### src/rtl/store_issue_buffer.sv
// store_issue_buffer
//   In-order write buffer between the EXE/MEM boundary and the data bus.
//   Committed stores (SB/SH/SW/SWL/SWR) are aligned and given byte strobes
//   at push time. They are then queued and drained over a req/addr_ok/data_ok
//   bus. The number of accepted writes still waiting for data_ok is bounded.
//   sb_idle tells the load path that no store is pending anywhere.
//
//   Optional feature: define SB_ADDR_CHECK_EN to reject misaligned SH/SW and
//   report them on st_ades. In the default build st_ades is tied to 0.
//
// Ports
//   clk, resetn                 clock, async active-low reset
//   st_valid/st_ready           store push handshake
//   st_op, st_addr, st_rt       store opcode (0..4 legal), byte address, rt value
//   flush                       blocks acceptance this cycle only
//   st_ades                     misaligned-store flag
//   data_req/data_addr_ok       bus request handshake (head entry)
//   data_wr, data_size, data_addr, data_wstrb, data_wdata   bus request fields
//   data_data_ok                write completion
//   sb_idle                     FIFO empty and nothing outstanding
module store_issue_buffer #(
  parameter int SB_DEPTH        = 4,
  parameter int MAX_OUTSTANDING = 2
) (
  input  logic        clk,
  input  logic        resetn,
  input  logic        st_valid,
  output logic        st_ready,
  input  logic [2:0]  st_op,
  input  logic [31:0] st_addr,
  input  logic [31:0] st_rt,
  input  logic        flush,
  output logic        st_ades,
  output logic        data_req,
  output logic        data_wr,
  output logic [1:0]  data_size,
  output logic [31:0] data_addr,
  output logic [3:0]  data_wstrb,
  output logic [31:0] data_wdata,
  input  logic        data_addr_ok,
  input  logic        data_data_ok,
  output logic        sb_idle
);

  localparam int PW = (SB_DEPTH > 1) ? $clog2(SB_DEPTH) : 1;
  localparam int CW = $clog2(SB_DEPTH + 1);
  localparam int OW = $clog2(MAX_OUTSTANDING + 1);
  localparam logic [CW-1:0] DEPTH_C = CW'(SB_DEPTH);
  localparam logic [OW-1:0] MAX_C   = OW'(MAX_OUTSTANDING);

  typedef struct packed {
    logic [1:0]  size;
    logic [31:0] addr;
    logic [3:0]  strb;
    logic [31:0] wdata;
  } sb_entry_t;

  sb_entry_t     mem_q [SB_DEPTH];
  logic [PW-1:0] wr_ptr_q, rd_ptr_q;
  logic [CW-1:0] count_q;
  logic [OW-1:0] outst_q;

  sb_entry_t     new_e, head_e;
  logic [1:0]    a;
  logic          op_legal, acc_ok, push, pop, dok;

  assign a = st_addr[1:0];

  // Alignment and strobe generation, done once at push time.
  always_comb begin
    new_e    = '0;
    op_legal = 1'b1;
    case (st_op)
      3'd0: begin
        new_e.size  = 2'd0;
        new_e.addr  = st_addr;
        new_e.strb  = 4'b0001 << a;
        new_e.wdata = {4{st_rt[7:0]}};
      end
      3'd1: begin
        // Only a[1] selects the half. A misaligned a[0] is ignored here.
        new_e.size  = 2'd1;
        new_e.addr  = st_addr;
        new_e.strb  = a[1] ? 4'b1100 : 4'b0011;
        new_e.wdata = {2{st_rt[15:0]}};
      end
      3'd2: begin
        new_e.size  = 2'd2;
        new_e.addr  = {st_addr[31:2], 2'b00};
        new_e.strb  = 4'b1111;
        new_e.wdata = st_rt;
      end
      3'd3: begin
        // SWL: the upper bytes of rt land in the low lanes up to byte a.
        new_e.size = 2'd2;
        new_e.addr = {st_addr[31:2], 2'b00};
        case (a)
          2'd0:    begin new_e.strb = 4'b0001; new_e.wdata = {24'd0, st_rt[31:24]}; end
          2'd1:    begin new_e.strb = 4'b0011; new_e.wdata = {16'd0, st_rt[31:16]}; end
          2'd2:    begin new_e.strb = 4'b0111; new_e.wdata = {8'd0,  st_rt[31:8]};  end
          default: begin new_e.strb = 4'b1111; new_e.wdata = st_rt;                 end
        endcase
      end
      3'd4: begin
        // SWR: the lower bytes of rt land from byte a upward.
        new_e.size = 2'd2;
        new_e.addr = {st_addr[31:2], 2'b00};
        new_e.strb = 4'b1111 << a;
        case (a)
          2'd0:    new_e.wdata = st_rt;
          2'd1:    new_e.wdata = {st_rt[23:0], 8'd0};
          2'd2:    new_e.wdata = {st_rt[15:0], 16'd0};
          default: new_e.wdata = {st_rt[7:0],  24'd0};
        endcase
      end
      default: op_legal = 1'b0;
    endcase
  end

`ifdef SB_ADDR_CHECK_EN
  logic misal;
  assign misal   = ((st_op == 3'd1) && a[0]) || ((st_op == 3'd2) && (a != 2'd0));
  assign st_ades = st_valid && misal;
  assign acc_ok  = op_legal && !misal;
`else
  assign st_ades = 1'b0;
  assign acc_ok  = op_legal;
`endif

  assign st_ready = (count_q < DEPTH_C);
  assign push     = st_valid && st_ready && !flush && acc_ok;

  assign head_e   = mem_q[rd_ptr_q];
  assign data_req = (count_q != '0) && (outst_q < MAX_C);
  assign pop      = data_req && data_addr_ok;
  // A data_ok that arrives with nothing outstanding (e.g. after reset) is ignored.
  assign dok      = data_data_ok && (outst_q != '0);

  assign data_wr    = 1'b1;
  assign data_size  = head_e.size;
  assign data_addr  = head_e.addr;
  assign data_wstrb = head_e.strb;
  assign data_wdata = head_e.wdata;

  assign sb_idle = (count_q == '0) && (outst_q == '0);

  always_ff @(posedge clk or negedge resetn) begin
    if (!resetn) begin
      wr_ptr_q <= '0;
      rd_ptr_q <= '0;
      count_q  <= '0;
      outst_q  <= '0;
    end else begin
      if (push) wr_ptr_q <= wr_ptr_q + PW'(1);
      if (pop)  rd_ptr_q <= rd_ptr_q + PW'(1);
      case ({push, pop})
        2'b10:   count_q <= count_q + CW'(1);
        2'b01:   count_q <= count_q - CW'(1);
        default: ;
      endcase
      case ({pop, dok})
        2'b10:   outst_q <= outst_q + OW'(1);
        2'b01:   outst_q <= outst_q - OW'(1);
        default: ;
      endcase
    end
  end

  // Payload storage needs no reset: count_q qualifies every entry.
  always_ff @(posedge clk) begin
    if (push) mem_q[wr_ptr_q] <= new_e;
  end

endmodule
### config.mk
export PLATFORM = sky130hd
export DESIGN_NAME = store_issue_buffer
export DESIGN_NICKNAME = d
export VERILOG_FILES = /design/src/rtl/store_issue_buffer.sv
export SDC_FILE = /design/constraint.sdc
export NUM_CORES = 1
export LEC_CHECK = 0
export BUFFER_PORTS_ARGS = -buffer_cell sky130_fd_sc_hd__buf_2
export CAP_MARGIN = 30
export CORE_MARGIN = 2
export CORE_UTILIZATION = 56
export CTS_CLUSTER_SIZE = 8
export DETAILED_ROUTE_END_ITERATION = 12
export GPL_ROUTABILITY_DRIVEN = 0
export GPL_TIMING_DRIVEN = 0
export PLACE_DENSITY = 0.84
export SLEW_MARGIN = 20
export SYNTH_ARGS = -nofsm -noshare
export SYNTH_HDL_FRONTEND = slang
export SYNTH_SLANG_ARGS = --single-unit
export TNS_END_PERCENT = 50
### constraint.sdc
create_clock -name clk -period 3.43 [get_ports clk]
set_input_delay 0.343 -clock clk [delete_from_list [all_inputs] [get_ports clk]]
set_output_delay 0.343 -clock clk [all_outputs]
set_load 0.02 [all_outputs]
After elaboration in Yosys (flattened, before gate mapping)
Memories as Yosys holds them, arrays and structs flattened.
Cells that the tools add are included.
- flip-flop bits (word level): 9
- RAM bits: 280
- word-level logic and storage cells: 51
- memories kept: 1
- input port bits: 73
- output and inout bits: 75
- memory list (memory ; words ; bits a word ; read ports ; clocked after memory_dff ; wr ports ; line ; text):
    mem_q ; 4 ; 70 ; 1 ; 0 ; 1 ; 58 ; sb_entry_t mem_q [SB_DEPTH];
- equal/unequal tests: 10
- magnitude comparators: 2
- shifts and indexed selects: 2
- add/subtract/negate cells: 6
- reductions and logical operators: 17
- muxes and demuxes: 9
- operators by type and width (cell ; count):
    70-bit one-hot mux with 5 select lines ; 1
    36-bit one-hot mux with 3 select lines ; 1
    32-bit one-hot mux with 3 select lines ; 1
    1-bit logical AND ; 7
    2-bit by 1-bit adder with 2-bit output, second input constant ; 3
    2-bit by 1-bit equality test with 1-bit output, second input constant ; 3
    2-bit equality test, second input constant ; 3
    3-bit by 2-bit equality test with 1-bit output, second input constant ; 2
    3-bit logical NOT ; 2
    3-bit one-hot mux with 2 select lines ; 1
    2-bit nonzero test ; 3
    5-bit OR reduction ; 1
    2-bit logical NOT ; 2
    4-bit 2-to-1 mux ; 1
    2-bit one-hot mux with 2 select lines ; 1
    1-bit by 2-bit left shift with 4-bit output, first input constant ; 1
    4-bit by 2-bit left shift with 4-bit output, first input constant ; 1
    3-bit by 1-bit adder with 3-bit output, second input constant ; 1
    3-bit by 1-bit equality test with 1-bit output, second input constant ; 1
    3-bit equality test, second input constant ; 1
    3-bit < comparator, second input constant ; 1
    1-bit 2-to-1 mux ; 3
    3-bit nonzero test ; 1
    3-bit by 1-bit subtractor with 3-bit output, second input constant ; 1
    3 further kinds ; 3

Depth between registers and ports, before layout
Gate-level depths: netlist of the first run.
- depth after elaboration: 6
- gate-level depth with buffers: 12
- depth with buffers taken out: 10

Least setup slack after synthesis of the first run
No wires, ideal clock.
- path kind: input port to flip-flop
- from: in st_op[0]
- to: mem mem_q[0][0] in the netlist's numbering (enable)
- data arrival time: 2.812 ns
- setup time: 0.436 ns
- slack: 0.182 ns
- cell stages on the path: 6
- path buffers: 2
- path through: buf_4 > or2_4 > nand2_1 > and3_1 > buf_2 > and2_1
- longest elaborated chain between the ends: 6
- elaborated cells on any way between the ends: 10
- those cells by class: 4 x eq/ne; 3 x mux; 3 x reduce/logical
- RTL lines (what ; line ; text):
    from (decl) ; 29 ; input logic [2:0] st_op,
    3-bit equality test, or another cell as far along ; 73 ; case (st_op)
    5-bit OR reduction (no line) * ; -- ;
    1-bit 2-to-1 mux * ; 73 ;
    1-bit logical AND * ; 131 ; assign push = st_valid && st_ready && !flush && acc_ok;
    1-bit 2-to-1 mux * ; 171 ; if (push) mem_q[wr_ptr_q] <= new_e;
    1-bit 2-to-1 mux (implied by the code) * ; 171 ;
    to (decl) ; 58 ;
Every way passes the cells marked *; elsewhere a longest branch is shown, timed or not.

Final worst setup path of the first run
- from: reg rd_ptr_q[1]
- to: out data_wdata[14]
- longest elaborated chain between the ends: 1
- RTL lines (what ; line ; text):
    from (decl) ; 59 ; logic [PW-1:0] wr_ptr_q, rd_ptr_q;
    from (signal assigned) ; 155 ; if (pop) rd_ptr_q <= rd_ptr_q + PW'(1);
    memory 4 x 70 bit ; -- ;
    to (decl) ; 39 ; output logic [31:0] data_wdata,
Every way passes these cells.

==> results of run 1 <==
[worst max-delay path: stages, from the launching register on]
cell      delay, ns
dfrtp_1        0.33
clkbuf_1       0.42
clkbuf_1       0.69
mux4_2         0.43
buf_2          0.18
[routing by layer]
layer	vias up	wire (µm)	GRT usage, %
li1	2893	-	-
met1	3448	10200	31.9
met2	435	13500	41.2
met3	73	2540	5.06
met4	0	862	8.32
met5	-	0	0
[timing repair]
action                                 in CTS  in global routing
endpoints found under the hold margin       9                  0
gates resized for setup                     0                  0
hold buffers                                1                  0
[worst paths after layout]
kind / start / end / slack, ns
max: rd_ptr_q[1] / data_wdata[14] / 0.52
min: data_addr_ok / rd_ptr_q[1] / 0.15
max reg2reg: count_q[2] / mem_q[2][11] / 1.36
min reg2reg: count_q[0] / count_q[0] / 0.51
max in group asynchronous: resetn / count_q[0] / 3.01
min in group asynchronous: resetn / wr_ptr_q[0] / 0.23
[sequential cells by signal, summed over array words and instances (netlist names)]
register / cells
wr_ptr_q: 2
mem_q: 280
outst_q: 2
rd_ptr_q: 2
count_q: 3
[cells by family (layout without fill, tap and decap cells)]
| group | Yosys count | in the layout |
|---|---|---|
| flip-flops | 289 | 289 |
| multiplexers | 92 | 92 |
| AND/OR/NAND/NOR | 91 | 91 |
| AO/OA/AOI/OAI | 73 | 73 |
| buffers and inverters | 45 | 249 |
| XOR/XNOR | 9 | 9 |
| adder cells (fa/ha/maj) | 7 | 7 |
| other | 2 | 2 |
[cells in the mapped netlist (all sizes together), types with 2 or more instances]
cell type  instances
edfxtp           280
mux4              76
clkbuf            12
buf               21
nor3b              2
a22o              13
ha                 6
nor2              18
o2bb2ai            4
o21ai              5
nor3               3
a21oi             16
nand3              8
o22ai              2
or2                2
xor2               2
nand2             12
conb               2
nand2b             5
a211oi             4
dfrtp              9
xnor2              7
a221o             24
inv               12
and2              36
mux2i             15
[layout make-up]
cell class                 count  share of cell area [%]
timing repair buffer         149                    5.86
clock inverter                 2                   0.122
clock buffer                  53                    7.75
buffer                        33                    1.24
tap                          275                    2.40
inverter                      12                   0.314
sequential                   289                    60.1
multi-input combinational    274                    22.2
[where the power goes]
group / total [mW] / leakage (nW) / internal (mW) / switching, mW
combinational: 3.23 / 1.85 / 1.34 / 1.89
sequential: 4.22 / 2.67 / 4.14 / 0.0803
clock: 3.59 / 0.550 / 2.23 / 1.35
total: 11.0 / 5.06 / 7.71 / 3.33
==> impl_metrics.csv, run 1 <==
group,metric,value,unit
synth,ys_types,47,
worst_setup_path,path_class,"flop to primary output",
final_layout,multi_input_area,0.00319,mm²
synth,synth_fa_ha_area_share,0.790,%
final_layout,stdcell_count,1087,
synth,mappedNetlistNets,688,
worst_setup_path,crit_required,3.09,ns
sta,worst_slack,0.522,ns
sta,final_max_slew_viol_count,0,
route,drc_errors,0,
min_path,holdPathStages,3,
route,drtPass1Iterations,6,
cts,root_buffer,"clkbuf_16",
cts,cts_max_level,2,
route,antenna_left,0,
sta,fin_crit,2.91,ns
synth,synthTopCellsByArea,"edfxtp_1, mux4_2, a221o_1",
placement,io_buffers,144,
placement,pre_cts_ws,0.714,ns
worst_setup_path,cp_max_fo,10,
sta,slew_headroom,39.1,%
power_and_ir_drop,ir_drop,0.558,mV
synth,yosysSeqAreaShare,71.7,%
die,die_h,151,µm
synth,synth-compound-area-share,5.06,%
global_routing,grt_usage,24.4,%
worst_setup_path,cp.arrival,2.56,ns
cts,clk_path_buf_depth,3,
synth,syn_inst,608,
sta,setup-tns-final,0,ns
synth,synth_top_family_by_area,"multiplexers",
synth,synth_edf_count,280,
placement,place_area,0.0132,mm²
final_layout,antenna_cells,0,
final_layout,layout_common_cells,"edfxtp_1, buf_2, mux4_2, clkbuf_16, and2_1",
route,wire_per_inst,24.9,µm
final_layout,fin_util,68.1,%
global_routing,antenna_found_initial,0,
sta,fmax,0.344,GHz
sta,skew,0.00915,ns
final_layout,seq_area,0.00863,mm²
power_and_ir_drop,power,11.0,mW
synth,async_flop_share,3.11,%
sta,timing.hold.ws,0.149,ns
worst_setup_path,r2r_cells,5,
synth,postSynthAreaPerCell,19.8,µm²
route,drt_wl_total,27100,µm
worst_setup_path,endpoint_kind,"primary output",
synth,synth_top_cell_by_area,"edfxtp_1",
global_routing,grt_max_degree,41,
final_layout,final_common_cell,"edfxtp_1",
cts,cts.sinks,289,
route,route.vias.total,6849,
synth,synth_area,0.0120,mm²
synth,synth-seq-cells,289,
synth,synth-xor-area-share,0.655,%
global_routing,grt_pass1_vias,7130,
cts,clk_pin_slew,0.05,ns
die,die_area,0.0227,mm²
cts,clk_latency,0.51,ns
synth,synthSimpleGateAreaFrac,4.27,%
final_layout,fillers,1320,
synth,yosysTopAreaCellShare,69.9,%
cts,cts_buffers,42,
sta,worst_pin_slew,0.913,ns
sta,fin_crit_sh,84.8,%
final_layout,drive_above_1_share,37.7,%
synth,synth_ff_type,"edfxtp_1",
min_path,hp-class,"input port to flop",
final_layout,final_area,0.0144,mm²
worst_setup_path,critPathLaunchType,"flop",
route,via_per_inst,6.30,
final_layout,fin_nets,881,
global_routing,grt_pass1_wl,40900,µm
synth,yosys-mux-area-fraction,15.6,%
placement,dp_hpwl,17100,µm
sta,rsz0062_at_grt,"no",
final_layout,area.growth.synth_to_final,19.3,%
outcome,outcome,"finished clean",
cts,post_cts_buffers,0,
power_and_ir_drop,p_leak,5.06,nW
sta,final-setup-viol-count,0,
die,initial_core_util,57.1,%
die,core_area,0.0211,mm²
global_routing,overflow,0,
cts,tritoncts,"built",
flow_run,max_cap_viol_count,0,
sta,hold_viol,0,
die,die_x,151,µm
synth,ys.warnings.count,0,
placement,placed_cells,1031,
die,ios,148,
route,dr.first_iter.drc_count,912,
die,rows,53,
power_and_ir_drop,p_per_area,769,mW/mm²
Power figures use the tool's default switching activity.
==> run 2: changes to the inputs <==
Settings changed: ABC_AREA from default to 1, CORE_UTILIZATION 56 to 53, PLACE_DENSITY 0.84 to 0.83.
Clock period 3.43 ns to 2.65 ns, I/O delays scaled along.
==> run 2 against run 1 <==
- highest routed layer unchanged
- clock skew grew 0.017 ns
- design area is 6.9% higher
- critical path type unchanged
- synthesized cell count up 89%
==> impl_metrics.csv, run 2 <==
group,metric,value,unit
outcome,outcome,"finished clean",
die,die_h,158,µm
worst_setup_path,cp_max_fo,10,
flow_run,max_cap_viol_count,0,
route,dr.first_iter.drc_count,1597,
final_layout,multi_input_area,0.00345,mm²
route,wire_per_inst,20.6,µm
sta,final_max_slew_viol_count,0,
sta,final-setup-viol-count,0,
sta,hold_viol,0,
route,drtPass1Iterations,6,
global_routing,grt_pass1_wl,52000,µm
sta,worst_pin_slew,0.693,ns
placement,placed_cells,1621,
placement,pre_cts_ws,0.0818,ns
synth,ys_types,34,
worst_setup_path,r2r-start,"count_q[2]",
route,via_per_inst,5.96,
final_layout,drive_above_1_share,19.9,%
global_routing,overflow,0,
die,die_area,0.0251,mm²
synth,syn_inst,1148,
final_layout,fin_nets,1427,
synth,synth_top_cell_by_area,"edfxtp_1",
die,rows,56,
die,ios,148,
synth,synth-seq-cells,289,
synth,synthTopCellsByArea,"edfxtp_1, o21ai_0, nor2_1",
synth,async_flop_share,3.11,%
final_layout,fin_util,65.4,%
route,route.vias.total,10000,
sta,fin_crit_sh,96.4,%
route,drt_wl_total,34700,µm
cts,clk_pin_slew,0.05,ns
final_layout,top_regs,"mem_q (280), count_q (3)",
sta,timing.hold.ws,0.121,ns
synth,ys.warnings.count,0,
die,initial_core_util,53.9,%
die,core_area,0.0235,mm²
cts,cts_buffers,42,
worst_setup_path,endpoint_kind,"primary output",
cts,cts.sinks,289,
synth,yosysTopAreaCellShare,66.5,%
worst_setup_path,r2r_cells,7,
global_routing,grt_max_degree,25,
global_routing,grt_usage,27.6,%
route,drc_errors,0,
synth,synth_edf_count,280,
min_path,hp-class,"input port to flop",
worst_setup_path,r2r_slack,0.36,ns
synth,synth_area,0.0126,mm²
worst_setup_path,critPathLaunchType,"flop",
final_layout,largest_reg_flops,280,
min_path,min-delay-start,"st_addr[28]",
final_layout,stdcell_count,1687,
power_and_ir_drop,p_per_area,1030,mW/mm²
placement,io_buffers,142,
synth,synth_most_common_cell,"edfxtp_1",
final_layout,layout_common_cells,"edfxtp_1, nor2_1, o21ai_0, buf_2, nand2_1",
final_layout,largest_register,"mem_q",
sta,worst_slack,0.0945,ns
sta,fin_crit,2.56,ns
sta,slew_headroom,53.7,%
worst_setup_path,cp.arrival,2.29,ns
synth,mappedNetlistNets,1228,
placement,dp_hpwl,22600,µm
synth,yosysSeqAreaShare,68.2,%
final_layout,final_area,0.0154,mm²
worst_setup_path,r2r-end,"mem_q[3][51]",
sta,skew,0.0260,ns
cts,cts_max_level,2,
global_routing,antenna_found_initial,4,
synth,postSynthAreaPerCell,11.0,µm²
synth,synth_ff_type,"edfxtp_1",
sta,fmax,0.391,GHz
route,antenna_left,0,
final_layout,area.growth.synth_to_final,21.4,%
final_layout,fillers,1670,
final_layout,final_common_cell,"edfxtp_1",
cts,root_buffer,"clkbuf_16",
global_routing,grt_pass1_vias,9549,
min_path,holdPathStages,3,
worst_setup_path,path_class,"flop to primary output",
min_path,hold_end,"mem_q[1][64]",
cts,clk_latency,0.53,ns
worst_setup_path,crit_required,2.38,ns
cts,clk_path_buf_depth,3,
power_and_ir_drop,ir_drop,0.603,mV
cts,tritoncts,"built",
synth,synthTopCellsByCount,"edfxtp_1, nor2_1, o21ai_0",
sta,rsz0062_at_grt,"no",
power_and_ir_drop,p_leak,5.88,nW
die,die_x,158,µm
placement,place_area,0.0141,mm²
final_layout,seq_area,0.00864,mm²
run 2: cell types whose count changed after synthesis, moves of 61 or more:
cell     before  now
nor2_1       18  187
o21ai_0       4  165
o22ai_1       2   70
nand2_1      12  140
nand3_1       8   86
inv_1        10   71
mux4_2       76    0
run 2: report_power, final:
| part | total (mW) | internal [mW] | switching [mW] | leakage (nW) |
|---|---|---|---|---|
| logic | 5.58 | 1.64 | 3.94 | 2.64 |
| clock network | 4.83 | 3.04 | 1.78 | 0.573 |
| registers | 5.46 | 5.33 | 0.132 | 2.66 |
| total | 15.9 | 10.0 | 5.86 | 5.88 |
run 2: cell type report:
cell class | instances | area share, %
inverters | 76 | 1.90
repair buffers | 156 | 6.75
diodes | 4 | 0.0652
multi-input cells | 714 | 22.4
clock buffers | 59 | 7.46
flip-flops and latches | 289 | 56.2
clock inverters | 2 | 0.253
well taps | 319 | 2.60
plain buffers | 68 | 2.28
run 2: per-stage QoR:
stage	TNS (ns)	total power, mW
floorplan	-138.27	8.85
global placement	-558.61	10.7
detailed placement	0	10.9
CTS	0	15.9
global route	0	16.5
finish	0	15.9
run 2: logic make-up after synthesis:
| logic type | synth area share [%] |
|---|---|
| compound gates | 10.9 |
| xor+xnor | 0.415 |
| flops | 68.2 |
| fa+ha+maj | 0.752 |
| other cells | 0.0594 |
| simple gates | 14.8 |
| buf+inv | 4.75 |
run 2: worst max-delay path by stage:
| stage | cells after the start | startpoint | endpoint | slack (ns) |
|---|---|---|---|---|
| final | 5 | rd_ptr_q[1] | data_wdata[1] | 0.09 |
| after global routing | 6 | rd_ptr_q[0] | data_wdata[22] | 0.03 |
| after CTS | 5 | rd_ptr_q[1] | data_addr[4] | 0.01 |
| after detailed placement | 9 | st_op[1] | mem_q[3][26] | 0.08 |
| after global placement | 7 | st_op[1] | mem_q[3][26] | -2.04 |
| after floorplan | 5 | count_q[2] | mem_q[0][0] | -0.49 |
run 2: routing by layer:
layer	track usage, %	share of wire (%)	vias to the layer above
li1	-	-	4478
met1	36.4	38	4699
met2	44.0	46	767
met3	6.53	12	103
met4	12.1	3.9	0
met5	0	0	-
run 2: repair_timing:
item	CTS	global route
buffers inserted	1	0
pin swaps	1	0
endpoints found under the setup margin	70	15
cloned	0	0
hold buffers	1	0
endpoints found under the hold margin	9	0
resized for setup	20	10
run 2: worst max-delay path: stages (launching register included):
cell,delay (ns)
dfrtp_2,0.53
clkinvlp_4,0.29
clkbuf_2,0.28
o21ai_0,0.15
o22ai_1,0.27
buf_2,0.23
